[src/rtl/chart_sequencer_pkg.sv]
// chart_pkg: shared types and constants for the chart sequencer.
// Entry layout is {lanes, dur} with dur in the low bits.
package chart_pkg;

    typedef enum logic [1:0] {
        S_IDLE,
        S_FETCH,
        S_LOAD,
        S_PLAY
    } state_t;

    // Duration field sits at the bottom of the ROM word.
    localparam int DUR_LSB = 0;

    // Lane field starts right above the duration field.
    localparam int DUR_W_DEF = 4;
    localparam int LANE_LSB  = DUR_LSB + DUR_W_DEF;

    // A zero duration marks the end of the chart.
    localparam int END_MARKER = 0;

    // Lane field offset for a build with a non-default duration width.
    function automatic int lane_lsb(input int dur_w);
        return DUR_LSB + dur_w;
    endfunction

endpackage

[src/rtl/chart_sequencer_if.sv]
// Chart ROM bus: address out from the sequencer, data back one
// cycle later from a synchronous ROM.
interface chart_sequencer_if #(
    parameter int ADDR_W = 7,
    parameter int DATA_W = 9
);
    logic [ADDR_W-1:0] rom_addr;
    logic [DATA_W-1:0] rom_data;

    modport master (output rom_addr, input rom_data);
    modport slave  (input rom_addr, output rom_data);
endinterface

[src/rtl/chart_sequencer_tempo_prescaler.sv]
// tempo_prescaler: divides clk down to beat ticks.
// A period of 0 behaves like 1 (a tick every enabled cycle).
module tempo_prescaler #(
    parameter int W = 16
) (
    input  logic         clk,
    input  logic         rst,
    input  logic         i_en,
    input  logic         i_clr,
    input  logic [W-1:0] i_period,
    output logic         o_tick
);
    logic [W-1:0] r_cnt;
    logic [W-1:0] w_max;

    // >= keeps a shortened period from having to wrap the whole counter.
    assign w_max  = (i_period == '0) ? '0 : i_period - 1'b1;
    assign o_tick = i_en && (r_cnt >= w_max);

    // Count enabled cycles, wrapping on each tick.
    always_ff @(posedge clk or posedge rst) begin
        if (rst) begin
            r_cnt <= '0;
        end else if (i_clr) begin
            r_cnt <= '0;
        end else if (i_en) begin
            r_cnt <= o_tick ? '0 : r_cnt + 1'b1;
        end
    end
endmodule

[src/rtl/chart_sequencer.sv]
// chart_sequencer: plays a {lanes, dur} chart from an external ROM
// onto the key bus, with tempo, pause, loop and end handshake.
module chart_sequencer
    import chart_pkg::*;
#(
    parameter int N_LANES = 5,
    parameter int ADDR_W  = 7,
    parameter int DUR_W   = 4,
    parameter int TEMPO_W = 16
) (
    input  logic               clk,
    input  logic               rst,
    input  logic               i_start,
    input  logic               i_stop,
    input  logic               i_pause,
    input  logic               i_loop,
    input  logic [TEMPO_W-1:0] i_tempo,
    chart_sequencer_if.master  rom,
    output logic [N_LANES-1:0] o_key,
    output logic [N_LANES-1:0] o_onset,
    output logic               o_busy,
    output logic               o_done,
    output logic [ADDR_W-1:0]  o_pos
);
    localparam int L_LANE_LSB = lane_lsb(DUR_W);
    localparam logic [ADDR_W-1:0] L_ADDR_MAX = {ADDR_W{1'b1}};

    state_t             r_state, w_state_n;
    logic [ADDR_W-1:0]  r_addr, w_addr_n;
    logic [ADDR_W-1:0]  r_pos, w_pos_n;
    logic [N_LANES-1:0] r_key, w_key_n;
    logic [N_LANES-1:0] r_onset, w_onset_n;
    logic               r_done, w_done_n;
    logic [DUR_W-1:0]   r_dur, w_dur_n;

    logic [DUR_W-1:0]   w_dur;
    logic [N_LANES-1:0] w_lanes;
    logic               w_tick;
    logic               w_end;

    assign w_dur   = rom.rom_data[DUR_LSB +: DUR_W];
    assign w_lanes = rom.rom_data[L_LANE_LSB +: N_LANES];

    assign rom.rom_addr = r_addr;
    assign o_key   = r_key;
    assign o_onset = r_onset;
    assign o_busy  = (r_state != S_IDLE);
    assign o_done  = r_done;
    assign o_pos   = r_pos;

    tempo_prescaler #(.W(TEMPO_W)) u_presc (
        .clk      (clk),
        .rst      (rst),
        .i_en     ((r_state == S_PLAY) && !i_pause),
        .i_clr    (r_state != S_PLAY),
        .i_period (i_tempo),
        .o_tick   (w_tick)
    );

    // Next-state and datapath updates; stop overrides everything.
    always_comb begin
        w_state_n = r_state;
        w_addr_n  = r_addr;
        w_pos_n   = r_pos;
        w_key_n   = r_key;
        w_onset_n = '0;
        w_done_n  = 1'b0;
        w_dur_n   = r_dur;
        w_end     = 1'b0;
        unique case (r_state)
            S_IDLE: begin
                if (i_start) begin
                    w_state_n = S_FETCH;
                    w_addr_n  = '0;
                end
            end
            S_FETCH: begin
                w_state_n = S_LOAD;
            end
            S_LOAD: begin
                if (w_dur == DUR_W'(END_MARKER)) begin
                    w_end = 1'b1;
                end else begin
                    w_key_n   = w_lanes;
                    w_onset_n = w_lanes;
                    w_pos_n   = r_addr;
                    w_dur_n   = w_dur;
                    w_state_n = S_PLAY;
                end
            end
            S_PLAY: begin
                if (w_tick) begin
                    w_dur_n = (r_dur != '0) ? r_dur - 1'b1 : '0;
                    if (r_dur == DUR_W'(1)) begin
                        if (r_addr == L_ADDR_MAX) begin
                            w_end = 1'b1;
                        end else begin
                            w_addr_n  = r_addr + 1'b1;
                            w_state_n = S_FETCH;
                        end
                    end
                end
            end
        endcase
        // Looping from address 0 would replay an empty chart forever.
        if (w_end) begin
            w_addr_n = '0;
            if (i_loop && (r_addr != '0)) begin
                w_state_n = S_FETCH;
            end else begin
                w_state_n = S_IDLE;
                w_key_n   = '0;
                w_done_n  = 1'b1;
            end
        end
        if (i_stop) begin
            w_state_n = S_IDLE;
            w_addr_n  = '0;
            w_key_n   = '0;
            w_onset_n = '0;
            w_done_n  = 1'b0;
        end
    end

    // State and datapath registers.
    always_ff @(posedge clk or posedge rst) begin
        if (rst) begin
            r_state <= S_IDLE;
            r_addr  <= '0;
            r_pos   <= '0;
            r_key   <= '0;
            r_onset <= '0;
            r_done  <= 1'b0;
            r_dur   <= '0;
        end else begin
            r_state <= w_state_n;
            r_addr  <= w_addr_n;
            r_pos   <= w_pos_n;
            r_key   <= w_key_n;
            r_onset <= w_onset_n;
            r_done  <= w_done_n;
            r_dur   <= w_dur_n;
        end
    end
endmodule

[src/flat_wrapper.sv]
// flat-port wrapper written by rule: the top's interface ports become plain ports
module chart_sequencer_flat import chart_pkg::*;
#(
    parameter int N_LANES = 5,
    parameter int ADDR_W  = 7,
    parameter int DUR_W   = 4,
    parameter int TEMPO_W = 16
)
  (clk, rst, i_start, i_stop, i_pause, i_loop, i_tempo, o_key, o_onset, o_busy, o_done, o_pos, rom_rom_addr, rom_rom_data);
  chart_sequencer_if #(.ADDR_W(ADDR_W)) rom_i ();
  input  logic clk;
  input  logic rst;
  input  logic i_start;
  input  logic i_stop;
  input  logic i_pause;
  input  logic i_loop;
  input  logic [TEMPO_W-1:0] i_tempo;
  output logic [N_LANES-1:0] o_key;
  output logic [N_LANES-1:0] o_onset;
  output logic o_busy;
  output logic o_done;
  output logic [ADDR_W-1:0] o_pos;
  output wire logic [$bits(rom_i.rom_addr)-1:0] rom_rom_addr;
  input wire logic [$bits(rom_i.rom_data)-1:0] rom_rom_data;
  assign rom_rom_addr = rom_i.rom_addr;
  assign rom_i.rom_data = rom_rom_data;
  chart_sequencer #(.N_LANES(N_LANES), .ADDR_W(ADDR_W), .DUR_W(DUR_W), .TEMPO_W(TEMPO_W)) u_core (.clk(clk), .rst(rst), .i_start(i_start), .i_stop(i_stop), .i_pause(i_pause), .i_loop(i_loop), .i_tempo(i_tempo), .rom(rom_i), .o_key(o_key), .o_onset(o_onset), .o_busy(o_busy), .o_done(o_done), .o_pos(o_pos));
endmodule
[config.mk]
export PLATFORM = sky130hd
export DESIGN_NAME = chart_sequencer_flat
export DESIGN_NICKNAME = d
export VERILOG_FILES = /design/src/rtl/chart_sequencer_pkg.sv /design/src/rtl/chart_sequencer_if.sv /design/src/rtl/chart_sequencer_tempo_prescaler.sv /design/src/rtl/chart_sequencer.sv /design/src/flat_wrapper.sv
export SDC_FILE = /design/constraint.sdc
export NUM_CORES = 1
export LEC_CHECK = 0
export CAP_MARGIN = 20
export CORE_ASPECT_RATIO = 0.75
export CORE_MARGIN = 10
export CORE_UTILIZATION = 49
export DETAILED_ROUTE_END_ITERATION = 12
export PLACE_DENSITY = 0.78
export SLEW_MARGIN = 5
export SYNTH_ARGS = -nofsm -noshare
export SYNTH_HDL_FRONTEND = slang
export SYNTH_HIERARCHICAL = 1
export SYNTH_SLANG_ARGS = --single-unit
[constraint.sdc]
create_clock -name clk -period 3.1 [get_ports clk]
set_clock_uncertainty 0.05 [all_clocks]
set_input_delay 0.31 -clock clk [delete_from_list [all_inputs] [get_ports clk]]
set_output_delay 0.31 -clock clk [all_outputs]
set_load 0.02 [all_outputs]
==> results.md, run 1 <==
Route:
- The count of nets left with antenna violations once routing finished came out at 0.
- Dividing the detail-routed wire length by the instance count gives 19.9 um.
- The count of vias placed by the detailed router is 3528.
- The first TritonRoute pass finished after 5 iterations.
- The via density per instance is 6.09.
- For this block, the routed nets add up to 11500 um of wire.
- The detailed router's first-iteration violation count is roughly 440.
- For this run, design rule violations remaining after detail routing come to 0.

Final layout:
- The final layout contains between 500 and 600 nets.
- The antenna diode count is 0.
- The filler cells instantiated in the layout total between 300 and 400.
- From synthesis to final layout, the design area changed by 51.8%.
- The share of final-layout standard cells stronger than drive strength 1 is 35.9%.

CTS:
- The number of buffers on the longest clock path is 2.
- The clock latency of the later-clocked register in the worst-skew pair is 310 ps.
- For this design, the CTS-stage hold fixing added 0 buffers.
- The clock edge transition at the registers on the reported setup and hold paths is 90 ps.
- The H-tree generated during clock tree synthesis spans 2 levels.
- The clock sink total is 47.
- TritonCTS built the clock tree.
- The total clock buffers created by CTS is 5.
- In this run the clock root is driven by a sky130_fd_sc_hd__clkbuf_8.

Placed design:
- Summed over all nets, the half-perimeter wirelength after detailed placement is 7140 um.
- The number of port buffers is 56.
- The congestion estimate from routability-driven global placement came to about 0.85.

Synth:
- The unique cell type count in the Yosys netlist is 67.
- The synthesized design spends more area on one cell type than any other, namely sky130_fd_sc_hd__dfrtp_1.
- The Yosys step of the flow raised 6 warnings.
- The average footprint of a synthesized cell is 8.95 um^2.
- The share of synthesized area in the top cell type comes to ~35%.
- Summing every instance area after synthesis gives ~0.0033 mm^2.
- sky130_fd_sc_hd__dfrtp_1 is the most common cell in the netlist.
- For this run, asynchronously set or reset flops after synthesis account for 100%.
- After synthesis, the cell types taking the most area are sky130_fd_sc_hd__dfrtp_1, sky130_fd_sc_hd__ha_1, sky130_fd_sc_hd__nand2_1.
- Of the synthesized area, sequential elements account for 35.4%.
- The synthesized design contains 47 register bits.
- The gate count after technology mapping is 371.
- The synthesized netlist net count is 427.
- In the synthesized netlist the dominant register cell turns out to be sky130_fd_sc_hd__dfrtp_1.
- In this run, synthesis inferred 0 flip-flops with an integrated enable.
- After synthesis, the most frequently instantiated cells are sky130_fd_sc_hd__dfrtp_1, sky130_fd_sc_hd__nand2_1, sky130_fd_sc_hd__nor2_1, sky130_fd_sc_hd__ha_1, sky130_fd_sc_hd__inv_1.

Critical path:
- The worst setup path is of the input port to flop kind.
- The depth of the most critical reg-to-reg path is 12.
- The maximum fanout along the worst path is 3.
- STA puts the critical path data arrival time at 4100 ps.
- On the critical path the largest part of the delay comes from simple AND/OR/NAND/NOR gates.
- Data on the critical path is required at its endpoint by 3250 ps.
- In this run the critical register-to-register path is captured at u_core/rom.rom_addr[0]$_DFFE_PP0P_.
- Among all stages on the critical path, the largest delay is contributed by sky130_fd_sc_hd__or3_4.
- Walking the worst path, the cells encountered are buf_6 > or3_4 > buf_6 > or3_4 > xnor2_2 > nand2_2 > ha_4 > nand4_4 > or3_4 > buf_6 > o22ai_4 > nor3_4 > nor2b_4 > nand2_2 > nor4_4 > nor3_2 > a21o_1 > mux2_4.
- The slack of the worst reg-to-reg path is -20 ps.
- The element type at the critical path end is a flop.
- Together, buffers and inverters on the worst path number 3.
- The worst setup path is launched from an input port.
- The startpoint identified for the worst register-to-register timing path is u_core/u_presc/r_cnt[13]$_DFFE_PP0P_.
- The highest cell delay on the worst timing path is 420 ps.

Run:
- The tool flagged a number of max-cap violations equal to 0.

Global routing:
- The initial antenna violation count is 0.
- The number of global-route vias before repair is 3519.
- The first global-routing pass estimated 17600 um of wire.
- The overall overflow remaining after global route is 0.
- The pin count of the biggest net entering global routing is 32.
- The global-route usage over all layers is 20.0%.

Floorplanning:
- For this configuration, the core starts out at a cell density of 51.5%.
- The die width is 115 um.
- From bottom edge to top edge, the die measures about 90 um.
- The core box area is between 0.006 and 0.007 mm^2.
- The standard-cell row count is 25.
- During I/O placement, the number of pins put on the boundary was 57.
- The die covers 0.0105 mm^2.

STA:
- The relative slew slack is 43.2%.
- The share of the clock period used by the worst path is 128%.
- In the post-route analysis, the smallest setup slack over all paths is -858 ps.
- The transition at the pin with the smallest max-transition slack is 849 ps.
- The tightest hold margin is 359 ps.
- Setup repair after global routing could not meet its margin everywhere.
- The sum of negative setup slack is -20600 ps.
- Based on the critical path, the design can be clocked at up to 0.253 GHz.
- Setup violations remaining at the end of the flow were counted as 35.
- The total count of hold-check failures in the final report is 0.
- The minimum clock period is just under 4000 ps.
- The number of slew-limit violations in the final report is 0.

Run status:
- The checks that failed: negative setup slack.
- The flow ran to the end, but the final reports show violations.

Power and ir drop:
- The peak supply drop is 0.365 mV.
- Summed over all cells, the static leakage comes to 2.25 nW.
- For this design the ratio of total power to cell area is 408 mW/mm^2.

Hold path:
- In this run the worst hold path is classified as input port to async pin.
[logic make-up after synthesis]
logic type,count (synthesis),share of synthesized area (%)
AOI/OAI and AO/OA,82,17.4
buffers and inverters,34,4.63
and+or+nand+nor,157,25.4
xor gates and xnor gates,12,3.17
DFF,47,35.4
adders and majority gates,25,9.42
muxes,14,4.60
[how the worst max path moves through the flow]
stage                      startpoint                            endpoint  slack (ps)  cells after the start
after floorplan            i_tempo[9]  u_core/rom.rom_addr[0]$_DFFE_PP0P_        -930                     15
final                      i_tempo[6]  u_core/rom.rom_addr[0]$_DFFE_PP0P_        -860                     18
after global placement     i_tempo[9]  u_core/rom.rom_addr[0]$_DFFE_PP0P_       -1280                     16
after global routing       i_tempo[6]  u_core/rom.rom_addr[0]$_DFFE_PP0P_        -880                     18
after detailed placement   i_tempo[9]  u_core/rom.rom_addr[0]$_DFFE_PP0P_       -1370                     16
after CTS                 i_tempo[11]  u_core/rom.rom_addr[0]$_DFFE_PP0P_        -620                     17
[repair_timing]
action	CTS	global route
cloned	2	0
buffers inserted	17	7
hold endpoints to repair	0	0
setup endpoints to repair	35	35
gates resized for setup	102	35
pin swaps	39	32
[layout by cell type (no fill, tap or decap), types with 6 or more instances in the layout]
cell and n:
sky130_fd_sc_hd__a21oi_1 15, sky130_fd_sc_hd__and2_1 6, sky130_fd_sc_hd__buf_4 55, sky130_fd_sc_hd__buf_6 21
sky130_fd_sc_hd__clkbuf_2 6, sky130_fd_sc_hd__clkdlybuf4s50_1 43, sky130_fd_sc_hd__dfrtp_1 47, sky130_fd_sc_hd__ha_1 17
sky130_fd_sc_hd__ha_4 7, sky130_fd_sc_hd__inv_1 22, sky130_fd_sc_hd__mux2i_1 7, sky130_fd_sc_hd__nand2_1 35
sky130_fd_sc_hd__nand2_2 7, sky130_fd_sc_hd__nand3_1 13, sky130_fd_sc_hd__nor2_1 22, sky130_fd_sc_hd__nor3_1 7
sky130_fd_sc_hd__nor3_2 6, sky130_fd_sc_hd__o21ai_0 10, sky130_fd_sc_hd__o21ai_1 12, sky130_fd_sc_hd__or3_1 11
sky130_fd_sc_hd__or3_4 6, sky130_fd_sc_hd__xor2_1 6
[through the flow]
stage / total power [mW] / instance area, um^2 / util, % / std cells / setup WS [ps]
finish: 2.06 / 5040 / 78.2 / 579 / -858
global route: 2.16 / 5040 / 78.2 / 579 / -884
CTS: 1.99 / 4920 / 76.4 / 573 / -619
detailed placement: 1.46 / 4420 / 68.6 / 549 / -1370
global placement: 1.43 / 4420 / 68.6 / 549 / -1280
floorplan: 1.20 / 3430 / - / 371 / -928
[metal layers]
metal | share of wire (%) | track usage [%] | wire [um]
met1 | 43 | 26.6 | 4920
met2 | 48 | 31.9 | 5510
met3 | 8.0 | 4.47 | 923
met4 | 1.4 | 4.94 | 166
met5 | 0 | 0 | 0
[state kept, by name, summed over array words and instances (netlist names)]
signal                count
u_core/rom.rom_addr       7
u_core/o_done             1
u_core/r_dur              4
u_core/o_pos              7
u_core/o_key              5
u_core/o_onset            5
u_core/r_state            2
u_core/u_presc/r_cnt     16
[power breakdown]
part,total [mW],switching (mW),internal (mW)
clock network,0.452,0.216,0.236
registers,0.727,0.0601,0.667
logic,0.879,0.480,0.399
total,2.06,0.756,1.30
[area by class of cell]
cell class	instances	area [um^2]	share of cell area [%]
Multi-Input combinational cell	291	2420	48.0
Sequential cell	47	1180	23.3
Timing Repair Buffer	129	1150	22.8
Tap cell	81	101	2.01
Inverter	24	90.1	1.79
Clock buffer	5	68.8	1.37
Clock inverter	2	37.5	0.745
[worst register-to-register path: stages (launching register included)]
cell and delay [ps]:
sky130_fd_sc_hd__dfrtp_1 470, sky130_fd_sc_hd__ha_4 330, sky130_fd_sc_hd__nand4_4 70, sky130_fd_sc_hd__or3_4 410, sky130_fd_sc_hd__buf_6 140, sky130_fd_sc_hd__o22ai_4 210, sky130_fd_sc_hd__nor3_4 80, sky130_fd_sc_hd__nor2b_4 190
sky130_fd_sc_hd__nand2_2 90, sky130_fd_sc_hd__nor4_4 370, sky130_fd_sc_hd__nor3_2 130, sky130_fd_sc_hd__a21o_1 220, sky130_fd_sc_hd__mux2_4 260
(Power assumes the default switching activity.)
==> run 2: changes to the inputs <==
CTS_CLUSTER_SIZE = 40   (was not set)
==> results of run 2 <==
Same layout as run 1: the final DEF is identical, and so are final timing and power.
==> run 3: changes to the inputs <==
GPL_ROUTABILITY_DRIVEN = 0   (was not set)
==> results of run 3 <==
Same layout as run 1: the final DEF is identical, and so are final timing and power.
